<file path="src/rtl/memory_access_if.sv">
// Data-memory request/acknowledge port shared by the MEM stage and the data memory.
// The master is the pipeline stage; the slave is the memory.
interface memory_access_if;
    logic        dmem_req_o;
    logic        dmem_we_o;
    logic [31:0] dmem_addr_o;
    logic [31:0] dmem_wdata_o;
    logic [3:0]  dmem_be_o;
    logic [31:0] dmem_rdata_i;
    logic        dmem_ack_i;

    modport master (
        output dmem_req_o, dmem_we_o, dmem_addr_o, dmem_wdata_o, dmem_be_o,
        input  dmem_rdata_i, dmem_ack_i
    );

    modport slave (
        input  dmem_req_o, dmem_we_o, dmem_addr_o, dmem_wdata_o, dmem_be_o,
        output dmem_rdata_i, dmem_ack_i
    );
endinterface

</file>
<file path="src/rtl/memory_access.sv">
// MEM pipeline stage: issues loads/stores on a req/ack port, aligns load data,
// builds byte lanes, stalls upstream while an access is outstanding.
module memory_access #(
    parameter int unsigned TIMEOUT_CYCLES = 255,
    parameter int unsigned CNT_WIDTH      = 8
) (
    input  logic        clk_i,
    input  logic        reset_i,
    input  logic        valid_i,
    input  logic [31:0] instruction_i,
    input  logic [31:0] alu_result_i,
    input  logic [31:0] read_data2_i,
    input  logic [4:0]  write_addr_reg_i,
    input  logic        mem_read_i,
    input  logic        mem_write_i,
    input  logic        reg_write_i,
    memory_access_if.master dmem,
    output logic        stall_o,
    output logic [31:0] wb_data_o,
    output logic [4:0]  wb_rd_o,
    output logic        wb_reg_write_o,
    output logic        wb_valid_o,
    output logic        misaligned_o,
    output logic        bus_error_o
);

    typedef enum logic {
        S_IDLE,
        S_WAIT
    } state_t;

    localparam logic [CNT_WIDTH-1:0] CNT_LIMIT = CNT_WIDTH'(TIMEOUT_CYCLES - 1);

    state_t               state_q, state_d;
    logic [CNT_WIDTH-1:0] cnt_q, cnt_d;
    logic [31:0]          addr_q, addr_d;
    logic [31:0]          wdata_q, wdata_d;
    logic [3:0]           be_q, be_d;
    logic                 we_q, we_d;
    logic [4:0]           rd_q, rd_d;
    logic [2:0]           f3_q, f3_d;
    logic                 rw_q, rw_d;

    logic [31:0]          wb_data_q, wb_data_d;
    logic [4:0]           wb_rd_q, wb_rd_d;
    logic                 wb_rw_q, wb_rw_d;
    logic                 wb_valid_q, wb_valid_d;
    logic                 mis_q, mis_d;
    logic                 berr_q, berr_d;
    logic                 stall;

    logic [2:0]           funct3;
    logic                 is_mem;
    logic                 is_store;
    logic                 legal;
    logic                 misaligned;
    logic [3:0]           st_be;
    logic [31:0]          st_wdata;
    logic [7:0]           ld_byte;
    logic [15:0]          ld_half;
    logic [31:0]          ld_data;

    logic                 unused_instr;
    assign unused_instr = ^{instruction_i[31:15], instruction_i[11:0]};

    // Decode and alignment checks for the instruction offered by execute.
    always_comb begin
        funct3   = instruction_i[14:12];
        is_mem   = valid_i & (mem_read_i | mem_write_i);
        is_store = mem_write_i;
        if (is_store) begin
            legal = (funct3 == 3'b000) || (funct3 == 3'b001) || (funct3 == 3'b010);
        end else begin
            legal = (funct3 == 3'b000) || (funct3 == 3'b001) || (funct3 == 3'b010) ||
                    (funct3 == 3'b100) || (funct3 == 3'b101);
        end
        misaligned = legal &&
                     (((funct3[1:0] == 2'b01) && alu_result_i[0]) ||
                      ((funct3[1:0] == 2'b10) && (alu_result_i[1:0] != 2'b00)));
    end

    always_comb begin
        st_be    = 4'b1111;
        st_wdata = read_data2_i;
        unique case (funct3[1:0])
            2'b00: begin
                st_be    = 4'b0001 << alu_result_i[1:0];
                st_wdata = {4{read_data2_i[7:0]}};
            end
            2'b01: begin
                st_be    = alu_result_i[1] ? 4'b1100 : 4'b0011;
                st_wdata = {2{read_data2_i[15:0]}};
            end
            default: begin
                st_be    = 4'b1111;
                st_wdata = read_data2_i;
            end
        endcase
    end

    // Lane select uses the latched address, since execute has moved on by ack time.
    always_comb begin
        ld_byte = dmem.dmem_rdata_i[7:0];
        unique case (addr_q[1:0])
            2'b00: ld_byte = dmem.dmem_rdata_i[7:0];
            2'b01: ld_byte = dmem.dmem_rdata_i[15:8];
            2'b10: ld_byte = dmem.dmem_rdata_i[23:16];
            2'b11: ld_byte = dmem.dmem_rdata_i[31:24];
            default: ld_byte = dmem.dmem_rdata_i[7:0];
        endcase
        ld_half = addr_q[1] ? dmem.dmem_rdata_i[31:16] : dmem.dmem_rdata_i[15:0];
        unique case (f3_q)
            3'b000:  ld_data = {{24{ld_byte[7]}}, ld_byte};
            3'b001:  ld_data = {{16{ld_half[15]}}, ld_half};
            3'b100:  ld_data = {24'h000000, ld_byte};
            3'b101:  ld_data = {16'h0000, ld_half};
            default: ld_data = dmem.dmem_rdata_i;
        endcase
    end

    always_comb begin
        state_d    = state_q;
        cnt_d      = cnt_q;
        addr_d     = addr_q;
        wdata_d    = wdata_q;
        be_d       = be_q;
        we_d       = we_q;
        rd_d       = rd_q;
        f3_d       = f3_q;
        rw_d       = rw_q;
        wb_data_d  = wb_data_q;
        wb_rd_d    = wb_rd_q;
        wb_rw_d    = 1'b0;
        wb_valid_d = 1'b0;
        mis_d      = 1'b0;
        berr_d     = 1'b0;
        stall      = 1'b0;

        unique case (state_q)
            S_IDLE: begin
                wb_data_d = alu_result_i;
                wb_rd_d   = write_addr_reg_i;
                if (!valid_i) begin
                    wb_valid_d = 1'b0;
                end else if (!is_mem) begin
                    wb_valid_d = 1'b1;
                    wb_rw_d    = reg_write_i;
                end else if (!legal) begin
                    wb_valid_d = 1'b1;
                end else if (misaligned) begin
                    wb_valid_d = 1'b1;
                    mis_d      = 1'b1;
                end else begin
                    stall   = 1'b1;
                    state_d = S_WAIT;
                    cnt_d   = '0;
                    addr_d  = alu_result_i;
                    wdata_d = st_wdata;
                    be_d    = is_store ? st_be : 4'b1111;
                    we_d    = is_store;
                    rd_d    = write_addr_reg_i;
                    f3_d    = funct3;
                    rw_d    = reg_write_i & ~is_store;
                end
            end
            S_WAIT: begin
                wb_rd_d = rd_q;
                if (dmem.dmem_ack_i) begin
                    state_d    = S_IDLE;
                    cnt_d      = '0;
                    wb_valid_d = 1'b1;
                    wb_rw_d    = rw_q;
                    wb_data_d  = we_q ? addr_q : ld_data;
                end else if (cnt_q == CNT_LIMIT) begin
                    // Stall is released in this cycle so upstream does not re-offer the access.
                    state_d    = S_IDLE;
                    cnt_d      = '0;
                    wb_valid_d = 1'b1;
                    berr_d     = 1'b1;
                end else begin
                    stall = 1'b1;
                    if (cnt_q != '1) begin
                        cnt_d = cnt_q + 1'b1;
                    end
                end
            end
            default: state_d = S_IDLE;
        endcase
    end

    always_ff @(posedge clk_i) begin
        if (reset_i) begin
            state_q    <= S_IDLE;
            cnt_q      <= '0;
            addr_q     <= '0;
            wdata_q    <= '0;
            be_q       <= '0;
            we_q       <= 1'b0;
            rd_q       <= '0;
            f3_q       <= '0;
            rw_q       <= 1'b0;
            wb_data_q  <= '0;
            wb_rd_q    <= '0;
            wb_rw_q    <= 1'b0;
            wb_valid_q <= 1'b0;
            mis_q      <= 1'b0;
            berr_q     <= 1'b0;
        end else begin
            state_q    <= state_d;
            cnt_q      <= cnt_d;
            addr_q     <= addr_d;
            wdata_q    <= wdata_d;
            be_q       <= be_d;
            we_q       <= we_d;
            rd_q       <= rd_d;
            f3_q       <= f3_d;
            rw_q       <= rw_d;
            wb_data_q  <= wb_data_d;
            wb_rd_q    <= wb_rd_d;
            wb_rw_q    <= wb_rw_d;
            wb_valid_q <= wb_valid_d;
            mis_q      <= mis_d;
            berr_q     <= berr_d;
        end
    end

    assign dmem.dmem_req_o   = (state_q == S_WAIT);
    assign dmem.dmem_we_o    = we_q;
    assign dmem.dmem_addr_o  = {addr_q[31:2], 2'b00};
    assign dmem.dmem_wdata_o = wdata_q;
    assign dmem.dmem_be_o    = be_q;

    assign stall_o        = stall & ~reset_i;
    assign wb_data_o      = wb_data_q;
    assign wb_rd_o        = wb_rd_q;
    assign wb_reg_write_o = wb_rw_q;
    assign wb_valid_o     = wb_valid_q;
    assign misaligned_o   = mis_q;
    assign bus_error_o    = berr_q;

endmodule

</file>
<file path="src/flat_wrapper.sv">
// flat-port wrapper written by rule: the top's interface ports become plain ports
module memory_access_flat 
#(
    parameter int unsigned TIMEOUT_CYCLES = 255,
    parameter int unsigned CNT_WIDTH      = 8
)
  (clk_i, reset_i, valid_i, instruction_i, alu_result_i, read_data2_i, write_addr_reg_i, mem_read_i, mem_write_i, reg_write_i, stall_o, wb_data_o, wb_rd_o, wb_reg_write_o, wb_valid_o, misaligned_o, bus_error_o, dmem_dmem_req_o, dmem_dmem_we_o, dmem_dmem_addr_o, dmem_dmem_wdata_o, dmem_dmem_be_o, dmem_dmem_rdata_i, dmem_dmem_ack_i);
  memory_access_if dmem_i ();
  input  logic clk_i;
  input  logic reset_i;
  input  logic valid_i;
  input  logic [31:0] instruction_i;
  input  logic [31:0] alu_result_i;
  input  logic [31:0] read_data2_i;
  input  logic [4:0] write_addr_reg_i;
  input  logic mem_read_i;
  input  logic mem_write_i;
  input  logic reg_write_i;
  output logic stall_o;
  output logic [31:0] wb_data_o;
  output logic [4:0] wb_rd_o;
  output logic wb_reg_write_o;
  output logic wb_valid_o;
  output logic misaligned_o;
  output logic bus_error_o;
  output wire logic [$bits(dmem_i.dmem_req_o)-1:0] dmem_dmem_req_o;
  output wire logic [$bits(dmem_i.dmem_we_o)-1:0] dmem_dmem_we_o;
  output wire logic [$bits(dmem_i.dmem_addr_o)-1:0] dmem_dmem_addr_o;
  output wire logic [$bits(dmem_i.dmem_wdata_o)-1:0] dmem_dmem_wdata_o;
  output wire logic [$bits(dmem_i.dmem_be_o)-1:0] dmem_dmem_be_o;
  input wire logic [$bits(dmem_i.dmem_rdata_i)-1:0] dmem_dmem_rdata_i;
  input wire logic [$bits(dmem_i.dmem_ack_i)-1:0] dmem_dmem_ack_i;
  assign dmem_dmem_req_o = dmem_i.dmem_req_o;
  assign dmem_dmem_we_o = dmem_i.dmem_we_o;
  assign dmem_dmem_addr_o = dmem_i.dmem_addr_o;
  assign dmem_dmem_wdata_o = dmem_i.dmem_wdata_o;
  assign dmem_dmem_be_o = dmem_i.dmem_be_o;
  assign dmem_i.dmem_rdata_i = dmem_dmem_rdata_i;
  assign dmem_i.dmem_ack_i = dmem_dmem_ack_i;
  memory_access #(.TIMEOUT_CYCLES(TIMEOUT_CYCLES), .CNT_WIDTH(CNT_WIDTH)) u_core (.clk_i(clk_i), .reset_i(reset_i), .valid_i(valid_i), .instruction_i(instruction_i), .alu_result_i(alu_result_i), .read_data2_i(read_data2_i), .write_addr_reg_i(write_addr_reg_i), .mem_read_i(mem_read_i), .mem_write_i(mem_write_i), .reg_write_i(reg_write_i), .dmem(dmem_i), .stall_o(stall_o), .wb_data_o(wb_data_o), .wb_rd_o(wb_rd_o), .wb_reg_write_o(wb_reg_write_o), .wb_valid_o(wb_valid_o), .misaligned_o(misaligned_o), .bus_error_o(bus_error_o));
endmodule
</file>
<file path="config.mk">
export PLATFORM = sky130hd
export DESIGN_NAME = memory_access_flat
export DESIGN_NICKNAME = d
export VERILOG_FILES = /design/src/rtl/memory_access_if.sv /design/src/rtl/memory_access.sv /design/src/flat_wrapper.sv
export SDC_FILE = /design/constraint.sdc
export NUM_CORES = 1
export LEC_CHECK = 0
export CAP_MARGIN = 5
export CORE_MARGIN = 5
export CORE_UTILIZATION = 49
export CTS_BUF_LIST = sky130_fd_sc_hd__clkbuf_4 sky130_fd_sc_hd__clkbuf_8
export CTS_CLUSTER_SIZE = 30
export DETAILED_ROUTE_END_ITERATION = 10
export GPL_ROUTABILITY_DRIVEN = 0
export PLACE_DENSITY = 0.95
export SYNTH_ARGS = -nofsm -noshare
export SYNTH_HDL_FRONTEND = slang
export SYNTH_SLANG_ARGS = --single-unit
</file>
<file path="constraint.sdc">
create_clock -name clk_i -period 6.85 [get_ports clk_i]
set_clock_uncertainty 0.15 [all_clocks]
set_input_delay 2.055 -clock clk_i [delete_from_list [all_inputs] [get_ports clk_i]]
set_output_delay 2.055 -clock clk_i [all_outputs]
set_load 0.02 [all_outputs]
</file>
==> results.toml, run 1 <==
[status]
status = "finished clean"

[placed_design]
dp_hpwl_mm = 14.3
io_buffers = 220

[yosys]
muxShareOfSynthArea = 0.0435
synth_edf_count = 0
synth-simple-area-share = 0.194
synth-xor-area-share = 0.00135
syn-instance-count = 835
yosysSeqAreaShare = 0.395
ys_warn_count = 0
ys_seq_elements = 128
synth_compound_area_frac = 0.262
synth_adder_area_share = 0.00385
synth-main-ff-cell = "dfxtp_1"
async_flop_share = 0
ys_types = 53
avgSynthCellArea_um2 = 7.78
synth_area_mm2 = 0.00649
synth_top_family_by_area = "compound AO/OA/AOI/OAI gates"

[grt]
grt_overflow = 0
grt_start_max_net_pins = 98
grt_pass1_wl_mm = 33.0
antenna_found_initial = 0
grt.total_usage = 0.258
grt_pass1_vias = 6431

[power]
ir_worst_vdd_mv = 0.156
powerDensity_mw_per_mm2 = 207
p_leak_nw = 3.09

[critical_path]
required_ps = 4640
crit_top_cell = "clkdlybuf4s50_1"
endpoint_kind = "primary output"
crit_type = "input pin to primary output"
cp_max_fo = 6
arrival_ps = 4070
worstPathCellList = "clkdlybuf4s50_1 > o2bb2ai_2 > nor4_4 > nand2_2 > a21oi_1 > clkdlybuf4s50_1"
critPathMaxStageDelay_ps = 640
cp-start-kind = "input pin"
reg2reg_from = "u_core.dmem.dmem_req_o"
reg2reg_depth = 5
startpoint = "mem_write_i"
timing.rr.end = "u_core.wb_data_o[13]"
slowest_stage = "clkdlybuf4s50_1"
cp_top_family = "buffers and inverters"
crit_buf_inv = 2
reg2reg_slack_ps = 3820

[finish]
syn_to_final_growth_pct = 36.0
final_cell_mix = "clkdlybuf4s50_1 (219), nand2_1 (204), dfxtp_1 (127)"
diodes = 0
nets = 1126
mostFrequentLayoutCell = "clkdlybuf4s50_1"
fillCellCount = 1064
drive_above_1_share = 0.0612

[clock_tree]
numCtsBuffers = 17
clockBufferDepth = 2
cts_tree = "yes"
htree_levels = 4
cts.sinks = 128
clock_latency_ps = 440
holdBufCountCts = 0
post_cts.repair.setup_buffers = 0
cts.clk_slew.worst_paths_ps = 70
cts.repair.resized = 0
cts_root_buf = "clkbuf_8"

[drt]
first_pass_iters = 5
vias_per_cell = 5.69
ant_nets = 0
drt_wl_total_mm = 20.8
drc_errors = 0
wl_per_cell_um = 17.7
drtIter0Drc = 656
vias = 6678

[sta]
slew_violations = 0
worst_slew_pin_slew_ps = 1240
final.setup.tns_ps = 0
fmax_mhz = 159
hold_viol = 0
setup_violations = 0
whs_ps = 306
fin_crit_ps = 6280
rsz0062_at_grt = "false"
relSlewSlack = 0.169
fin_crit_sh = 0.916

[floorplan]
die-area_mm2 = 0.0157
core_region_area_mm2 = 0.0131
fp.dieW_um = 125
fp.dieH_um = 125
start_util = 0.494
num_rows = 42
io-pin-count = 252

[worst_hold_path]
min-delay-start = "u_core.dmem.dmem_wdata_o[1]"
hold_path_end = "u_core.dmem.dmem_wdata_o[1]"
min_path_type = "flop to flop"
holdPathStages = 2

[run]
cap_viol_max_count = 0
through the flow:
step	total power [mW]	util	cells	instance area, um^2	setup slack [ps]
floorplan	1.03	-	836	6500	1290
CTS	1.83	0.672	1173	8830	607
global route	1.90	0.672	1173	8830	511
detailed placement	1.20	0.643	1141	8450	624
finish	1.82	0.672	1173	8830	572
global placement	1.20	0.643	1141	8450	670
per-layer routing:
layer,global-route usage,part of all wire,up-vias
met4,0.117,0.042,0
met5,0,0,-
met3,0.0925,0.099,67
li1,-,-,3169
met1,0.300,0.38,3111
met2,0.427,0.48,331
cells in the mapped netlist, drive strengths merged (3+ instances only):
cell type	number	area [um^2]
dfxtp	128	2560
a21oi	106	531
o31ai	3	27.5
mux2i	26	260
a211oi	9	113
a221oi	9	78.8
a21boi	4	30.0
or3	4	25.0
nor2	43	161
o22ai	8	50.1
nor2b	4	25.0
and3	9	56.3
a221o	22	220
inv	28	105
a311oi	11	96.3
o21ai	31	155
nand2b	11	68.8
nand3	5	25.0
a31oi	3	18.8
buf	55	373
a2bb2oi	22	193
nand3b	3	22.5
o21bai	8	60.1
clkbuf	45	169
and2	3	18.8
nand2	205	769
power breakdown:
part           internal [mW]  switching (mW)
Sequential             0.783          0.0285
Clock                  0.335           0.298
Combinational          0.179           0.201
Total                   1.30           0.527
worst reg2reg max path: cells and delay by family, from the launching register on:
kind	cells	cell delay, ps
AO/OA/AOI/OAI	2	390
buffers and inverters	1	410
flip-flops	1	700
AND/OR/NAND/NOR	2	1290
worst max path at each step:
stage / endpoint / slack [ps] / cells past startpoint
2_1_floorplan: stall_o / 1290 / 6
3_3_place_gp: stall_o / 670 / 6
3_5_place_dp: stall_o / 620 / 6
4_1_cts: stall_o / 610 / 6
5_1_grt: stall_o / 510 / 6
6_report: stall_o / 570 / 6
registers in the layout, indices dropped and copies added, names as in the netlist, 3 cells and up:
| signal | count |
|---|---|
| u_core.dmem.dmem_wdata_o | 32 |
| u_core.addr_q | 32 |
| u_core.cnt_q | 8 |
| u_core.dmem.dmem_be_o | 4 |
| u_core.wb_data_o | 32 |
| u_core.f3_q | 3 |
| u_core.wb_rd_o | 5 |
| u_core.rd_q | 5 |
cells by family after synthesis:
family                     after synthesis
and+or+nand+nor                        298
AOI/OAI and AO/OA                      248
buffers and inverters                  129
DFF                                    128
muxes                                   28
adders and majority gates                2
other                                    1
xor gates and xnor gates                 1
layout make-up:
cell class	instances	area (um^2)	share of cell area
clock buffers	20	263	0.0298
clock inverters	12	118	0.0133
inverters	29	109	0.0123
multi-input cells	579	3290	0.373
flip-flops and latches	128	2560	0.290
well taps	176	220	0.0249
repair buffers	229	2270	0.257
Note: power is estimated with default switching activity, not from simulation.
==> run 2: changes to the inputs <==
--- a/config.mk
+++ b/config.mk
@@ -6,7 +6,7 @@
 export NUM_CORES = 1
 export LEC_CHECK = 0
 export CAP_MARGIN = 5
-export CORE_MARGIN = 5
+export CORE_MARGIN = 4
 export CORE_UTILIZATION = 49
 export CTS_BUF_LIST = sky130_fd_sc_hd__clkbuf_4 sky130_fd_sc_hd__clkbuf_8
 export CTS_CLUSTER_SIZE = 30
==> run 2 against run 1 <==
- first-iteration DRC count fell by 5.0%
- worst setup slack got worse by 8.7 ps
- die area is 3.2% lower
- sequential cell count stayed put
- combinational power is essentially flat
- core utilization grew 2.5 points
- final cell count shrank 0.26%
- clock power grew 17%
- cell area grew 0.85%
- global-route usage is 0.89 points higher
- power up 5.9%
==> results.toml, run 2 (synthesized netlist as in run 1, its figures left out) <==
[critical_path]
cp_max_fo = 23
slowest_stage = "clkdlybuf4s50_1"
required_ps = 4640
critPathMaxStageDelay_ps = 650
reg2reg_slack_ps = 3810
crit_type = "input pin to primary output"
crit_buf_inv = 3
cp_top_family = "buffers and inverters"
worstPathCellList = "clkdlybuf4s50_1 > buf_4 > o21a_2 > nand2_2 > a21oi_1 > clkdlybuf4s50_1"
arrival_ps = 4080
cp-start-kind = "input pin"
endpoint_kind = "primary output"
crit_top_cell = "clkdlybuf4s50_1"

[grt]
grt_pass1_vias = 6306
antenna_found_initial = 0
grt_pass1_wl_mm = 31.8
grt.total_usage = 0.267
grt_start_max_net_pins = 98
grt_overflow = 0

[power]
p_leak_nw = 3.14
powerDensity_mw_per_mm2 = 217
ir_worst_vdd_mv = 0.189

[sta]
final.setup.tns_ps = 0
setup_violations = 0
hold_viol = 0
fin_crit_ps = 6290
relSlewSlack = 0.288
rsz0062_at_grt = "false"
fmax_mhz = 159
worst_slew_pin_slew_ps = 1060
slew_violations = 0
fin_crit_sh = 0.918

[floorplan]
core_region_area_mm2 = 0.0128
num_rows = 41
die-area_mm2 = 0.0152
io-pin-count = 252
start_util = 0.508
fp.dieH_um = 123
fp.dieW_um = 123

[finish]
final_cell_mix = "clkdlybuf4s50_1 (219), nand2_1 (204), dfxtp_1 (127)"
diodes = 0
mostFrequentLayoutCell = "clkdlybuf4s50_1"
finish.utilization = 0.697
drive_above_1_share = 0.0621
nets = 1127
fillCellCount = 966
syn_to_final_growth_pct = 37.1

[placed_design]
dp_hpwl_mm = 14.1
io_buffers = 220

[clock_tree]
post_cts.repair.setup_buffers = 0
cts.repair.resized = 0
cts.sinks = 128
holdBufCountCts = 0
clock_latency_ps = 440
cts_tree = "yes"
clockBufferDepth = 2
cts_root_buf = "clkbuf_8"
cts.clk_slew.worst_paths_ps = 60
numCtsBuffers = 17
htree_levels = 4

[drt]
drc_errors = 0
vias_per_cell = 5.68
drt_wl_total_mm = 20.7
wl_per_cell_um = 17.7
vias = 6640
first_pass_iters = 5
ant_nets = 0
drtIter0Drc = 623

[status]
status = "finished clean"

[run]
cap_viol_max_count = 0

[worst_hold_path]
min_path_type = "flop to flop"
run 2: power by group:
| group | leakage [nW] | total [mW] | internal [mW] | switching [mW] |
|---|---|---|---|---|
| combinational | 1.85 | 0.382 | 0.179 | 0.203 |
| sequential | 1.05 | 0.808 | 0.783 | 0.0253 |
| clock | 0.236 | 0.742 | 0.454 | 0.287 |
| total | 3.14 | 1.93 | 1.42 | 0.515 |
run 2: metrics by stage:
step                hold slack [ps]  cell area [um^2]  setup WS, ps  power [mW]  instances
detailed placement              296              8450           610        1.20       1138
global placement                289              8450           620        1.20       1138
floorplan                       282              6500          1290        1.03        836
finish                          302              8900           564        1.93       1170
CTS                             304              8900           607        1.94       1170
global route                    330              8900           437        2.01       1170
run 2: routing by layer:
layer  routed length (um)  up-vias  global-route usage
li1                     -     3174                   -
met1                 7980     3084               0.314
met2                 9890      325               0.442
met3                 2160       57              0.0874
met4                  715        0               0.119
met5                    0        -                   0
run 2: final cells by class:
type,count,area [um^2],share of cell area
tap,172,215,0.0242
inverter,29,109,0.0122
multi-input combinational,579,3290,0.369
sequential,128,2560,0.288
timing repair buffer,230,2270,0.255
clock buffer,27,328,0.0368
clock inverter,5,125,0.0141
run 2: worst reg2reg max path: cells and delay by family (launching register included):
family | cells | cell delay [ps]
muxes | 1 | 150
buffers and inverters | 1 | 290
DFF | 1 | 340
and+or+nand+nor | 2 | 980
AOI/OAI and AO/OA | 2 | 1060
run 2: worst paths after layout:
check / start / to / depth (start not counted)
max: instruction_i[12] / stall_o / 6
min: u_core.dmem.dmem_wdata_o[31] / u_core.dmem.dmem_wdata_o[31] / 2
max reg2reg: u_core.dmem.dmem_req_o / u_core.cnt_q[3] / 6
min reg2reg: u_core.dmem.dmem_wdata_o[31] / u_core.dmem.dmem_wdata_o[31] / 2
==> run 3: changes to the inputs <==
--- a/config.mk
+++ b/config.mk
@@ -7,12 +7,12 @@
 export LEC_CHECK = 0
 export CAP_MARGIN = 5
 export CORE_MARGIN = 4
-export CORE_UTILIZATION = 49
+export CORE_UTILIZATION = 35
 export CTS_BUF_LIST = sky130_fd_sc_hd__clkbuf_4 sky130_fd_sc_hd__clkbuf_8
 export CTS_CLUSTER_SIZE = 30
 export DETAILED_ROUTE_END_ITERATION = 10
 export GPL_ROUTABILITY_DRIVEN = 0
-export PLACE_DENSITY = 0.95
+export PLACE_DENSITY = 0.76
 export SYNTH_ARGS = -nofsm -noshare
 export SYNTH_HDL_FRONTEND = slang
 export SYNTH_SLANG_ARGS = --single-unit
==> run 3 against run 2 <==
- wire length increased by 5.0%
- critical path depth unchanged
- sequential share of layout area decreased by 0.37 points
- largest cell class unchanged
- clock power increased by 9.2%
==> results.toml, run 3 (synthesized netlist as in run 1, its figures left out) <==
[status]
status = "finished clean"

[power]
p_sw_frac = 0.277
intPower_mw = 1.45
powerDensity_mw_per_mm2 = 222
p_leak_nw = 3.15
pwr-share-clk = 0.405
pwr-share-seq = 0.403
comb_power_share = 0.192
ir_worst_vdd_mv = 0.155
p_sw_uw = 555

[floorplan]
core_region_area_mm2 = 0.0181
io-pin-count = 252
fp.dieH_um = 144
start_util = 0.359
num_rows = 49
die-area_mm2 = 0.0208
fp.dieW_um = 144

[critical_path]
reg2reg_from = "u_core.dmem.dmem_req_o"
crit_type = "input pin to primary output"
cp_max_fo = 8
endpoint_kind = "primary output"
reg2reg_depth = 5
required_ps = 4640
cp-start-kind = "input pin"
arrival_ps = 4070
timing.rr.end = "u_core.dmem.dmem_be_o[3]"
reg2reg_slack_ps = 4190

[grt]
grt_start_max_net_pins = 98
antenna_found_initial = 1
grt_pass1_wl_mm = 32.8
grt.total_usage = 0.201
grt_overflow = 0
grt_pass1_vias = 6194

[sta]
whs_ps = 304
setup_ws_ps = 575
worst_slew_pin_slew_ps = 1130
fmax_mhz = 159
relSlewSlack = 0.249
fin_crit_sh = 0.916
final.setup.tns_ps = 0
setup_violations = 0
rsz0062_at_grt = "false"
hold_viol = 0
fin_crit_ps = 6280
slew_violations = 0

[clock_tree]
cts.sinks = 128
cts.repair.resized = 0
post_cts.repair.setup_buffers = 0
clockBufferDepth = 2
numCtsBuffers = 17
cts_root_buf = "clkbuf_8"
holdBufCountCts = 0
htree_levels = 4
clock_latency_ps = 450
cts_tree = "yes"
cts.clk_slew.worst_paths_ps = 70

[finish]
final_cell_mix = "clkdlybuf4s50_1 (219), nand2_1 (204), dfxtp_1 (127)"
syn_to_final_growth_pct = 38.9
mostFrequentLayoutCell = "clkdlybuf4s50_1"
drive_above_1_share = 0.0631
fin_cells = 1228
nets = 1128
diodes = 0

[worst_hold_path]
holdPathStages = 2
min-delay-start = "u_core.rd_q[4]"
min_path_type = "flop to flop"
hold_path_end = "u_core.rd_q[4]"

[run]
cap_viol_max_count = 0

[drt]
first_pass_iters = 5
drc_errors = 0
ant_nets = 0
drt_wl_total_mm = 21.8
drtIter0Drc = 371
wl_per_cell_um = 17.7
vias = 6535
vias_per_cell = 5.32

[placed_design]
dp_hpwl_mm = 15.0
io_buffers = 220
dp.cells = 1196
dp_slack_ps = 580
run 3: worst max-delay path by stage:
stage,startpoint,to,slack (ps),depth (start not counted)
floorplan,instruction_i[12],stall_o,1290,6
global placement,instruction_i[12],stall_o,620,6
detailed placement,instruction_i[12],stall_o,580,6
CTS,instruction_i[12],stall_o,580,6
global route,instruction_i[12],stall_o,480,6
finish,instruction_i[12],stall_o,570,6
run 3: layout make-up:
| type | count | area [um^2] |
|---|---|---|
| multi-input combinational | 579 | 3290 |
| inverter | 29 | 109 |
| clock buffer | 19 | 255 |
| clock inverter | 13 | 235 |
| fill | 1683 | 9060 |
| timing repair buffer | 231 | 2280 |
| sequential | 128 | 2560 |
| tap | 229 | 287 |
run 3: power groups by stage:
stage / Clock, mW / Combinational (mW) / Sequential, mW
final: 0.810 / 0.384 / 0.808
after global routing: 0.859 / 0.414 / 0.813
after CTS: 0.825 / 0.387 / 0.808
after detailed placement: 0 / 0.385 / 0.825
after global placement: 0 / 0.381 / 0.824
after floorplan: 0 / 0.177 / 0.852
run 3: through the flow:
stage | power, mW | util | instance area [um^2]
finish | 2.00 | 0.499 | 9020
CTS | 2.02 | 0.499 | 9020
detailed placement | 1.21 | 0.472 | 8530
global route | 2.09 | 0.499 | 9020
global placement | 1.20 | 0.472 | 8530
floorplan | 1.03 | - | 6500
run 3: worst max-delay path: stages:
cell and delay [ps]:
clkdlybuf4s50_1 570, o2bb2ai_2 240, nor4_4 340, nand2_2 90, a21oi_1 140, clkdlybuf4s50_1 630
run 3: layer usage:
metal | track usage | up-vias | part of all wire
met3 | 0.0714 | 31 | 0.096
met2 | 0.330 | 258 | 0.47
li1 | - | 3158 | -
met5 | 0 | - | 0.00060
met1 | 0.246 | 3086 | 0.41
met4 | 0.0638 | 2 | 0.020
